===== config.mk =====
export PLATFORM = sky130hd
export DESIGN_NAME = alu_seq
export DESIGN_NICKNAME = d
export VERILOG_FILES = /design/src/rtl/alu_seq.sv
export SDC_FILE = /design/constraint.sdc
export NUM_CORES = 1
export LEC_CHECK = 0
export ABC_CLOCK_PERIOD_IN_PS = 2600
export CAP_MARGIN = 40
export CORE_ASPECT_RATIO = 0.5
export CORE_MARGIN = 10
export CORE_UTILIZATION = 55
export CTS_CLUSTER_DIAMETER = 80
export CTS_CLUSTER_SIZE = 30
export DETAILED_ROUTE_END_ITERATION = 7
export MAX_ROUTING_LAYER = met4
export PLACE_DENSITY = 0.88
export SYNTH_ARGS = -nofsm -noshare
export SYNTH_HDL_FRONTEND = slang
export SYNTH_SLANG_ARGS = --single-unit

===== constraint.sdc =====
create_clock -name clk -period 2.6 [get_ports clk]
set_input_delay 0.52 -clock clk [delete_from_list [all_inputs] [get_ports clk]]
set_output_delay 0.52 -clock clk [all_outputs]
set_load 0.02 [all_outputs]

===== src/rtl/alu_seq.sv =====
// Handshaked sequential ALU: registered result/flags, valid/ready on both sides, one op in flight.
// Optional iterative signed multiply on opcode 1011 is enabled by defining ALU_SEQ_MUL_EN.
module alu_seq #(
    parameter  int WIDTH = 32,
    localparam int SHW   = $clog2(WIDTH)
) (
    input  logic             clk,
    input  logic             rst,
    input  logic             in_valid,
    output logic             in_ready,
    input  logic [3:0]       aluop,
    input  logic [WIDTH-1:0] operand1,
    input  logic [WIDTH-1:0] operand2,
    output logic             out_valid,
    input  logic             out_ready,
    output logic [WIDTH-1:0] alu_out,
    output logic             add_sub_overflow,
    output logic             zero,
    output logic             negative,
    output logic             illegal_op
);

    localparam logic [WIDTH-1:0] MIN_VAL = {1'b1, {(WIDTH-1){1'b0}}};
    localparam logic [WIDTH-1:0] MAX_VAL = ~MIN_VAL;

    typedef enum logic [1:0] {
        IDLE,
`ifdef ALU_SEQ_MUL_EN
        MUL,
`endif
        HOLD
    } state_t;

    state_t state, next_state;

    logic             accept;
    logic [SHW-1:0]   amt;
    logic [WIDTH-1:0] res;
    logic             res_ovf;
    logic             res_ill;
    logic             is_mul;

`ifdef ALU_SEQ_MUL_EN
    logic [WIDTH-1:0]   mul_a;
    logic [WIDTH-1:0]   mul_b;
    logic [2*WIDTH-1:0] acc;
    logic [2*WIDTH-1:0] acc_next;
    logic [2*WIDTH-1:0] pp;
    logic [WIDTH:0]     prod_hi;
    logic [SHW-1:0]     cnt;
    logic               cnt_last;
`endif

    assign accept   = in_valid && in_ready;
    assign amt      = operand2[SHW-1:0];
    assign in_ready = (state == IDLE);
    assign out_valid = (state == HOLD);
    assign zero     = (alu_out == '0);
    assign negative = alu_out[WIDTH-1];

    always_comb begin
        res     = '0;
        res_ovf = 1'b0;
        res_ill = 1'b0;
        is_mul  = 1'b0;
        case (aluop)
            4'b0000: begin
                res     = '0 - operand1;
                res_ovf = (operand1 == MIN_VAL);
            end
            4'b0001: res = operand1 & operand2;
            4'b0010: res = operand1 ^ operand2;
            4'b0011: res = operand1 | operand2;
            4'b0100: begin
                res     = operand1 - 1'b1;
                res_ovf = (operand1 == MIN_VAL);
            end
            4'b0101: begin
                res     = operand1 + operand2;
                res_ovf = (operand1[WIDTH-1] == operand2[WIDTH-1]) && (res[WIDTH-1] != operand1[WIDTH-1]);
            end
            4'b0110: begin
                res     = operand1 - operand2;
                res_ovf = (operand1[WIDTH-1] != operand2[WIDTH-1]) && (res[WIDTH-1] != operand1[WIDTH-1]);
            end
            4'b0111: begin
                res     = operand1 + 1'b1;
                res_ovf = (operand1 == MAX_VAL);
            end
            4'b1000: res = operand1 << amt;
            4'b1001: res = operand1 >> amt;
            4'b1010: res = $signed(operand1) >>> amt;
`ifdef ALU_SEQ_MUL_EN
            4'b1011: is_mul = 1'b1;
`endif
            default: res_ill = 1'b1;
        endcase
    end

`ifdef ALU_SEQ_MUL_EN
    // Signed multiplier bit WIDTH-1 carries weight -2^(WIDTH-1), so its partial product is subtracted.
    assign cnt_last = (cnt == SHW'(WIDTH - 1));
    assign pp       = {{WIDTH{mul_a[WIDTH-1]}}, mul_a} << cnt;
    assign acc_next = !mul_b[cnt] ? acc : (cnt_last ? acc - pp : acc + pp);
    assign prod_hi  = acc_next[2*WIDTH-1:WIDTH-1];
`endif

    always_ff @(posedge clk or posedge rst) begin
        if (rst) state <= IDLE;
        else     state <= next_state;
    end

    always_comb begin
        next_state = state;
        case (state)
            IDLE: begin
                if (accept) begin
`ifdef ALU_SEQ_MUL_EN
                    next_state = is_mul ? MUL : HOLD;
`else
                    next_state = HOLD;
`endif
                end
            end
`ifdef ALU_SEQ_MUL_EN
            MUL:     if (cnt_last) next_state = HOLD;
`endif
            HOLD:    if (out_ready) next_state = IDLE;
            default: next_state = IDLE;
        endcase
    end

    always_ff @(posedge clk or posedge rst) begin
        if (rst) begin
            alu_out          <= '0;
            add_sub_overflow <= 1'b0;
            illegal_op       <= 1'b0;
`ifdef ALU_SEQ_MUL_EN
            mul_a <= '0;
            mul_b <= '0;
            acc   <= '0;
            cnt   <= '0;
`endif
        end else begin
            if (accept && !is_mul) begin
                alu_out          <= res;
                add_sub_overflow <= res_ovf;
                illegal_op       <= res_ill;
            end
`ifdef ALU_SEQ_MUL_EN
            if (accept && is_mul) begin
                mul_a      <= operand1;
                mul_b      <= operand2;
                acc        <= '0;
                cnt        <= '0;
                illegal_op <= 1'b0;
            end
            if (state == MUL) begin
                acc <= acc_next;
                cnt <= cnt + 1'b1;
                if (cnt_last) begin
                    alu_out          <= acc_next[WIDTH-1:0];
                    add_sub_overflow <= !((&prod_hi) || !(|prod_hi));
                end
            end
`endif
        end
    end

endmodule


==> metrics.txt, run 1 <==
status=aborted with a tool error; Stopped at=global routing; First Error=[ERROR GRT-0116] Global routing finished with congestion. Check the congestion regions in the DRC Viewer.; TritonCTS Buffers=5; Synth Flop Type=dfrtp_1; Clock Sinks=35; vias in the first global route=29170; PortBufs=around 110; GP Congestion=1.322; Setup Slack @ Placement=-1.654 ns; Die W=238.2 microns; row cnt=39; syn_area_per_cell=7.083 sq um; DPL Wire Length=62.38 mm; H-tree depth=2; Chip Height=129.1 microns; Syn Std Cell Area=13100 sq um; GRT overflow=2004; Post-synth ARST share=100.0%; CTS max path bufs=2; Yosys top cell area share=13.66%; first-pass GRT wire length=approximately 220 mm; hold bufs inserted after CTS=0; Syn. warnings=0; starting density of the core=56.62%; Cells after Synth=1849; dominant cell type by area after synthesis=ha_1; distinct cell type count of the synthesized netlist=96; GRT Util Overall=97.59%; Yosys reg bits=35; Mapped Nets=approximately 2100; sequential area share after synthesis=6.688%; Post-synth EDFFs=0; top post-synthesis cells by area=ha_1 (14%), a21oi_1 (7.1%), mux4_2 (6.7%); CTS Root Buffer Type=clkbuf_16; I/O pins=110; largest net degree at the start of global routing=79
metrics by stage:
stage / cells / util (%) / cell area, sq um / hold WS (ns)
floorplan: 1849 / - / 13450 / 0.6017
global placement: 2742 / 81.76 / 18910 / 0.5032
detailed placement: 2744 / 81.80 / 18920 / 0.5146
CTS: 2831 / 93.32 / 21580 / 0.5297
synth_stat cells (all sizes together), types with 35 or more instances:
cell type	number
xnor2	58
a21oi	188
a211oi	44
dfrtp	35
nor2	207
inv	116
buf	53
ha	143
clkbuf	87
nor3	40
mux2i	66
mux4	39
nand3	36
o21ai	129
a21o	38
nand2	138
metal layers:
| metal | global-route usage [%] | GRT overflow |
|---|---|---|
| met5 | - | - |
| met2 | 113.1 | 1143 |
| met1 | 89.71 | 311 |
| met3 | 91.81 | 236 |
| met4 | 96.67 | 314 |
what timing repair did:
| action | CTS |
|---|---|
| pin swaps | 137 |
| gates resized for setup | 450 |
| setup buffers | 78 |
| gates cloned | 8 |
| setup endpoints to repair | 34 |
kinds of logic after synthesis:
logic type,Yosys count,share of synthesized area [%]
flip-flops,35,6.688
AO/OA/AOI/OAI,667,33.86
multiplexers,113,12.44
AND/OR/NAND/NOR,558,20.17
adder cells (fa/ha/maj),146,14.12
buffers and inverters,256,7.777
XOR/XNOR,74,4.949
==> run 2, diff against run 1 <==
==> config.mk (replaced) <==
export PLATFORM = sky130hd
export DESIGN_NAME = alu_seq
export DESIGN_NICKNAME = d
export VERILOG_FILES = /design/src/rtl/alu_seq.sv
export SDC_FILE = /design/constraint.sdc
export NUM_CORES = 1
export LEC_CHECK = 0
export ABC_CLOCK_PERIOD_IN_PS = 2600
export CAP_MARGIN = 40
export CORE_MARGIN = 10
export CORE_UTILIZATION = 40
export DETAILED_ROUTE_END_ITERATION = 7
export PLACE_DENSITY_LB_ADDON = 0.15
export SYNTH_ARGS = -nofsm -noshare
export SYNTH_HDL_FRONTEND = slang
export SYNTH_SLANG_ARGS = --single-unit
==> run 2 against run 1 <==
The flow now finishes, with violations (negative setup slack). Synthesized cell count stayed put. Synthesized area did not move.
==> metrics.txt, run 2 <==
status=finished, violations left; failing checks=negative setup slack; fin nets=2886; final hold vios=0; RSZ-0062 raised after global routing=yes; Chip Height=200.9 microns; PortBufs=109; Syn Std Cell Area=roughly 13000 sq um; first-pass GRT wire length=121.1 mm; Worst Setup End Kind=flip-flop; row cnt=66; share of cells above drive strength 1=49.27%; placed instance count=about 3000; Mapped Nets=2067; WL per Instance=27.44 microns; largest family of logic cells by synthesized area=compound AO/OA/AOI/OAI gates; GRT overflow=0; Yosys top cell area share=13.66%; Worst-Margin Slew=roughly 0.89 ns; Cells after Synth=1849; drt pass-1 iters=7; number of routed nets with antenna violations=0; fraction of synthesized area in multiplexers=12.44%; max reg flops=32; Critical-path top delay cell=or4_4; GP Congestion=1.088; worst hold-check path type=flip-flop to flip-flop; vias in the first global route=roughly 19000; Core ar.=32450 sq um; required time worst endpoint=2.78 ns; Final Non-Filler Cells=3114; synth cell count leaders=nor2_1 (207), a21oi_1 (185), ha_1 (143); Pleak=10.52 nW; DPL Wire Length=roughly 64 mm; hold bufs inserted after CTS=0; Top delay family on crit path=compound AO/OA/AOI/OAI gates; commonest cells after routing, fill and taps aside=buf_4 (759), nor2_1 (182), a21oi_1 (140), nand2_1 (126), ha_1 (84); Final Critical Period=between 3 and 4 ns; distinct cell type count of the synthesized netlist=96; largest net degree at the start of global routing=a little under 80; FMAX=309.1 MHz; most common cell in the synthesized netlist=nor2_1; CTS max path bufs=2; sequential area share after synthesis=6.688%; I/O pins=110; complex-gate fraction of the synthesized area=33.86%; simple-gate area share of the yosys netlist=20.17%; CTS Root Buffer Type=clkbuf_16; pins over their slew limit=0; worst relative slew slack=40.45%; post-layout util=72.90%; Reg area=875.8 sq um; dominant cell type by area after synthesis=ha_1; syn_area_per_cell=7.083 sq um; Final Worst Setup Slack=-0.6354 ns; post-route clock period utilization=124.4%; die footprint=slightly above 40000 sq um; R2R setup slack=0.45 ns; Yosys reg bits=35; CP Cell Sequence=buf_8, nor2_4, buf_12, nand2_8, buf_12, ha_4, o21a_1, nor2_4, or4_4, o211ai_4, a31oi_4, o31ai_2, xnor2_1, mux2i_1, o221a_1, a21oi_1; Critical Path Fanout Max=8; pwr/cell area=302.1 nW/um^2; H-tree depth=2; Synth Flop Type=dfrtp_1; Post-Layout Inst Area=23660 sq um; Clock Sinks=35; Syn. warnings=0; starting density of the core=roughly two fifths; Bufs and invs on worst path=3; Max IR drop VDD=0.0003135 V; setup violators final=30; XOR/XNOR Fraction of Synth Area=4.949%; GRT Util Overall=around two fifths; Max-Cap Viols=0; vias=19790; WP data arrival=3.41 ns; type of the worst setup path=primary input to flip-flop; Vias per Instance=6.354; initial antenna violation count=1; max incr delay on CP=0.43 ns; Worst setup SP type=primary input; commonest non-fill, non-tap cell in the layout=buf_4; # fillers=2574; Top reg by flops=alu_out; top post-synthesis cells by area=ha_1 (14%), a21oi_1 (7.1%), mux4_2 (6.7%); clock latency at the later pin of the worst-skew pair=between 0.2 and 0.3 ns; Layout area overhead=80.65%; setup TNS=-13.72 ns; Die W=about 200 microns; initial drt markers=2815; Layout Skew=0.01394 ns; total power=7.146 mW; area post-placement=19970 sq um; DRC=0; area share of fa/ha/maj cells after synthesis=14.12%; Multi-input gate area=between 10000 and 15000 sq um; CTS tree=yes; clock-pin slew on the worst setup and hold paths=~0.06 ns; Post-synth ARST share=100.0%; Post-synth EDFFs=0; TritonCTS Buffers=5; WL final=85.45 mm
-- run 2: cell counts after synthesis --
Identical to the previous run, type by type.
-- run 2: kinds of logic after synthesis --
kind of cell,count (synthesis)
XOR/XNOR,74
AND/OR/NAND/NOR,558
flip-flops,35
AO/OA/AOI/OAI,667
multiplexers,113
adder cells (fa/ha/maj),146
buffers and inverters,256
-- run 2: power breakdown --
part	total, mW	internal, mW	switching, mW
logic	5.67	2.66	3.02
clock network	0.721	0.456	0.265
registers	0.754	0.649	0.105
total	7.15	3.76	3.39
-- run 2: routing by layer --
metal  part of all wire, %  track usage [%]  up-vias
met5                     0                0        -
met4                   9.0            28.35        0
met3                    11            8.569      369
met2                    44            60.66     1472
met1                    36            46.05     9410
li1                      -                -     8535
-- run 2: repair_timing --
action                                  in CTS  in global routing
gates resized for setup                    570                152
pin swaps                                  179                110
setup buffers                              104                 26
gates cloned                                 4                  0
endpoints found under the setup margin      33                 34
-- run 2: final timing paths --
kind,from,endpoint,depth (start not counted)
setup reg to reg,state[0],alu_out[29],7
max in group asynchronous,rst,alu_out[16],3
hold / removal,alu_out[16],alu_out[16],2
min in group asynchronous,rst,alu_out[28],3
setup / recovery,aluop[3],alu_out[31],16
hold reg to reg,alu_out[16],alu_out[16],2
-- run 2: tightest hold or removal path, cell delays in order, from the launching register on --
cell	delay, ns
dfrtp_1	0.37
nand2_1	0.05
o21ai_1	0.06
-- run 2: area by class of cell --
type	count	area share, %
well taps	442	2.338
repair buffers	951	33.97
clock buffers	5	0.5288
flip-flops and latches	35	3.702
multi-input cells	1559	57.11
clock inverters	3	0.1957
diodes	3	0.03173
inverters	116	2.121
-- run 2: stage by stage --
stage               setup slack [ns]  hold WS, ns
floorplan                    -0.7950       0.6017
CTS                          -0.6039       0.5215
global placement              -1.534       0.4971
finish                       -0.6354       0.5233
detailed placement            -1.604       0.5033
global route                 -0.7143       0.5460
(Power assumes the default switching activity.)
